<file path="config.mk">
export PLATFORM = sky130hd
export DESIGN_NAME = proc_control_unit
export DESIGN_NICKNAME = d
export VERILOG_FILES = /design/src/rtl/proc_control_unit.sv
export SDC_FILE = /design/constraint.sdc
export NUM_CORES = 1
export LEC_CHECK = 0
export ABC_AREA = 1
export CORE_MARGIN = 5
export CORE_UTILIZATION = 28
export DETAILED_ROUTE_END_ITERATION = 16
export GPL_ROUTABILITY_DRIVEN = 0
export PLACE_DENSITY = 0.83
export SETUP_SLACK_MARGIN = 0.5
export SLEW_MARGIN = 0
export SYNTH_ARGS = -nofsm -noshare
export SYNTH_HDL_FRONTEND = slang
export SYNTH_SLANG_ARGS = --single-unit
</file>
<file path="constraint.sdc">
create_clock -name Clock -period 1.2 [get_ports Clock]
set_input_delay 0.18 -clock Clock [delete_from_list [all_inputs] [get_ports Clock]]
set_output_delay 0.18 -clock Clock [all_outputs]
set_load 0.05 [all_outputs]
</file>
<file path="src/rtl/proc_control_unit.sv">
// proc_control_unit: Moore FSM sequencing fetch/decode/execute for the 16-bit processor.
module proc_control_unit #(
    parameter int PC_W = 5,
    parameter int DA_W = 8,
    parameter int RA_W = 4
) (
    input  logic            Clock,
    input  logic            Reset,
    input  logic [15:0]     IR,
    output logic            PC_clr,
    output logic            PC_up,
    output logic            IR_ld,
    output logic [DA_W-1:0] D_addr,
    output logic            D_wr,
    output logic            RF_s,
    output logic [RA_W-1:0] RF_W_addr,
    output logic            RF_W_en,
    output logic [RA_W-1:0] RF_Ra_addr,
    output logic [RA_W-1:0] RF_Rb_addr,
    output logic [2:0]      ALU_s0,
    output logic [3:0]      OutState
);
    typedef enum logic [3:0] {
        INIT   = 4'd0,
        FETCH  = 4'd1,
        DECODE = 4'd2,
        NOOP   = 4'd3,
        LOADA  = 4'd4,
        LOADB  = 4'd5,
        STORE  = 4'd6,
        ADD    = 4'd7,
        SUB    = 4'd8,
        HALT   = 4'd9
    } state_t;

    if (PC_W < 1) begin : g_pc_w_check
        $error("PC_W must be at least 1");
    end

    state_t state_q, state_d;

    always_ff @(posedge Clock) begin
        if (Reset) state_q <= INIT;
        else       state_q <= state_d;
    end

    always_comb begin
        state_d    = state_q;
        PC_clr     = 1'b0;
        PC_up      = 1'b0;
        IR_ld      = 1'b0;
        D_addr     = '0;
        D_wr       = 1'b0;
        RF_s       = 1'b0;
        RF_W_addr  = '0;
        RF_W_en    = 1'b0;
        RF_Ra_addr = '0;
        RF_Rb_addr = '0;
        ALU_s0     = 3'b000;
        case (state_q)
            INIT: begin
                PC_clr  = 1'b1;
                state_d = FETCH;
            end
            FETCH: begin
                IR_ld   = 1'b1;
                PC_up   = 1'b1;
                state_d = DECODE;
            end
            DECODE: begin
                case (IR[15:12])
                    4'h1:    state_d = LOADA;
                    4'h2:    state_d = STORE;
                    4'h3:    state_d = ADD;
                    4'h4:    state_d = SUB;
                    4'h5:    state_d = HALT;
                    default: state_d = NOOP;
                endcase
            end
            // Address held over both load cycles to cover the one-cycle memory read latency
            LOADA: begin
                D_addr  = DA_W'(IR[11:4]);
                state_d = LOADB;
            end
            LOADB: begin
                D_addr    = DA_W'(IR[11:4]);
                RF_s      = 1'b1;
                RF_W_addr = RA_W'(IR[3:0]);
                RF_W_en   = 1'b1;
                state_d   = FETCH;
            end
            STORE: begin
                RF_Ra_addr = RA_W'(IR[11:8]);
                D_addr     = DA_W'(IR[7:0]);
                D_wr       = 1'b1;
                state_d    = FETCH;
            end
            ADD, SUB: begin
                RF_Ra_addr = RA_W'(IR[11:8]);
                RF_Rb_addr = RA_W'(IR[7:4]);
                ALU_s0     = (state_q == ADD) ? 3'b001 : 3'b010;
                RF_W_addr  = RA_W'(IR[3:0]);
                RF_W_en    = 1'b1;
                state_d    = FETCH;
            end
            HALT:    state_d = HALT;
            default: state_d = FETCH;
        endcase
    end

    assign OutState = state_q;
endmodule

</file>
==> metrics, run 1 <==
status=aborted with a tool error; last stage reached=clock tree synthesis (4_1_cts); first error=[ERROR DPL-0038] Utilization greater than 100%, impossible to legalize; Chip Height=52.6 microns; Post-synth EDFFs=0; # rows=15; top post-synthesis cells by count=inv_1, nand2_1, nor2_1; Syn Std Cell Area=508 sq um; Post-CTS Hold Buffers=0; placed wire-length estimate=3130 microns; Root Buffer=clkbuf_4; Post-Synthesis Cells=96; Ports=51; pre-CTS setup slack=-0.364 ns; clock sink total=4; Seq/Total Area, Yosys=15.8%; Yosys reg bits=4; die extent in x=52.6 microns; Yosys top cell by area=dfxtp_1; Synth area leaders=dfxtp_1, inv_1, nand2_1; Setup Fix Bufs, Post-CTS=10; Post-synth ARST share=0%; Syn. warnings=0; Starting Density=29.4%; PortBufs=49; top cell type's share of synthesized area=15.8%; synth unique cells=18; Syn Nets=114; CTS Buf Count=3; clk buf depth=2; CTS resizes=50; synthesized area per cell=5.29 sq um; Primary FF master, synth=dfxtp_1; H-Tree Depth=1
[cell families after synthesis]
group,synth area share [%]
buffers and inverters,21.4
DFF,15.8
and+or+nand+nor,47.3
other,0.738
AOI/OAI and AO/OA,14.8
[metrics by stage]
step	area (sq um)	instances
3_5_place_dp	1680	189
2_1_floorplan	719	96
3_3_place_gp	1680	189
==> run 2: changes to the inputs <==
Settings changed: CORE_AREA from default to 5 5 66 68, CORE_MARGIN 5 to default, CORE_UTILIZATION 28 to default, DIE_AREA from default to 0 0 71 73, PLACE_DENSITY 0.83 to default, PLACE_DENSITY_LB_ADDON from default to 0.15, SETUP_SLACK_MARGIN 0.5 to default.
==> run 2 against run 1 <==
The flow now finishes, with violations (negative setup slack); synthesized area unchanged; synthesized cell count unchanged.
==> metrics, run 2 <==
maximum vdd drop=0.000613 V; area of the core=3800 sq um; antenna-violating nets left=0; Combinational Power Share=66.7%; Worst-Skew Late Latency=0.22 ns; Post-synth EDFFs=0 (unchanged); dpl cells=215 (was 189); first-pass GRT wire length=4620 microns; 1st-pass router iterations=3; Syn. warnings=0 (unchanged); die extent in x=71 microns (was 52.6 microns); worst min path class=flip-flop to flip-flop; Post-DP Area=1730 sq um (was 1680 sq um); Fin. Hold Viols=0; PD cells=637 nW/um^2; worst setup margin=-0.458 ns; placed wire-length estimate=2200 microns (was 3130 microns); LEAKAGE=0.000886 uW; critical path capture point type=output port; Max Cap Violations=0; CP Max Fanout=5; Final Instance Count excl. Fillers=229; GRT Overall Usage=11.3%; fill count=337; status=finished, violations left (was aborted with a tool error); Seq pwr share=12.3%; synthesized area per cell=5.29 sq um (unchanged); CP required=1.02 ns; clock network fraction of total power=21.0%; vias per cell=3.92; Yosys reg bits=4 (unchanged); synth unique cells=18 (unchanged); Global Route met1 Usage=11.2%; clock sink total=4 (unchanged); PortBufs=49 (unchanged); Fmax achieved=0.603 GHz; Overall Power=1330 uW; # rows=23 (was 15); critical path startpoint=OutState[2]$_SDFF_PP0_; GR Overflow Total=0; Yosys top cell by area=dfxtp_1 (unchanged); commonest non-fill, non-tap cell in the layout=buf_12; CTS tree=yes; Seq/Total Area, Yosys=15.8% (unchanged); fin nets=199; Syn Nets=114 (unchanged); P_int=791 uW; Post-synth ARST share=0% (unchanged); M2 GR Usage=23.1%; RSZ-0062 raised after global routing=yes; Starting Density=13.4% (was 29.4%); max FFs per register=4; initial antenna violation count=0; die area=5180 sq um; clk buf depth=2 (unchanged); total number of vias=897; Arrival @ worst endpoint=1.48 ns; worst setup path category=flip-flop to output port; Root Buffer=clkbuf_8 (was clkbuf_4); Top Usage Layer GRT=met2; Post-Synthesis Cells=96 (unchanged); Ports=51 (unchanged); clk_skew=0.00273 ns; Chip Height=73 microns (was 52.6 microns); period utilization=138%; pre-CTS setup slack=-0.344 ns (was -0.364 ns); top cell type's share of synthesized area=15.8% (unchanged); DRC violations left=0; 1st-iter DRT viols=4; Net Switching=541 uW; Syn-to-layout area delta=312%; Detailed Route WL=2830 microns; switch share=40.6%; Worst-path clk slew=0.03 ns; setup TNS=-9.13 ns; top post-synthesis cells by count=inv_1, nand2_1, nor2_1 (unchanged); vias in the first global route=949; ant diodes=0; Worst R2R Start=OutState[1]$_SDFF_PP0_; failing checks=negative setup slack; Synth area leaders=dfxtp_1, inv_1, nand2_1 (unchanged); Primary FF master, synth=dfxtp_1 (unchanged); CTS Buf Count=3 (unchanged); Worst setup SP type=flip-flop; layout cell share with drive strength beyond 1=72.1%; min Tclk post-route=1.66 ns; Syn Std Cell Area=508 sq um (unchanged); drt wl/cell=12.4 microns; most frequent cells in the layout=buf_12, buf_4, clkdlybuf4s50_1; Slew Viols, Final=0; met3 Usage GRT=2.20%; final setup vio count=28; Final Cell Area=2090 sq um; H-Tree Depth=1 (unchanged); hold wc startpoint=OutState[3]$_SDFF_PP0_; largest net degree at the start of global routing=9
==> run 2: cell counts after synthesis <==
No cell type changed its count.
==> run 2: through the flow <==
stage	hold WS, ns	util [%]
CTS	0.556	52.3
global route	0.593	55.1
detailed placement	0.540	45.4
floorplan	0.239	-
finish	0.563	55.1
global placement	0.537	45.4
==> run 2: final timing paths <==
| check | to | slack [ns] | cells past startpoint |
|---|---|---|---|
| max | RF_W_addr[0] | -0.46 | 9 |
| max reg2reg | OutState[3]$_SDFF_PP0_ | 0 | 8 |
| min | OutState[3]$_SDFF_PP0_ | 0.56 | 2 |
| min reg2reg | OutState[3]$_SDFF_PP0_ | 0.56 | 2 |
==> run 2: critical path, cell delays in order (launching register included) <==
cell and delay, ns:
dfxtp_4 0.34, inv_4 0.05, nand3_4 0.07, inv_4 0.04, buf_12 0.11, nor2_4 0.21
nand2_8 0.11, nand2_4 0.09, clkinvlp_4 0.09, buf_12 0.15
==> run 2: power groups by stage <==
stage / registers [uW] / clock network, uW / logic, uW
floorplan: 216 / 0 / 279
global placement: 157 / 0 / 692
detailed placement: 158 / 0 / 690
CTS: 163 / 288 / 802
global route: 166 / 300 / 931
finish: 164 / 279 / 889
==> run 2: layer usage <==
layer	routed length (microns)	vias up
met5	0	-
met4	35	0
met3	138	4
met2	1710	27
met1	951	409
li1	-	457
==> run 2: logic make-up after synthesis <==
group           after synthesis  synth area share [%]
compound gates               14                  14.8
other cells                   1                 0.738
buf+inv                      27                  21.4
simple gates                 50                  47.3
flops                         4                  15.8
==> run 2: repair_timing <==
| action | in CTS | in global routing |
|---|---|---|
| gates resized for setup | 37 | 27 |
| hold buffers | 0 | 0 |
| setup endpoints to repair | 29 | 32 |
| setup buffers | 9 | 8 |
| pin swaps | 14 | 13 |
==> run 2: layout make-up <==
class                           instances  area, sq um  share of cell area, %
Multi-Input combinational cell         65          651                   31.1
Sequential cell                         4         95.1                   4.55
Clock buffer                            3         41.3                   1.97
Inverter                               25          129                   6.16
Timing Repair Buffer                   82         1110                   53.2
Tap cell                               50         62.6                   2.99
(Power assumes the default switching activity.)
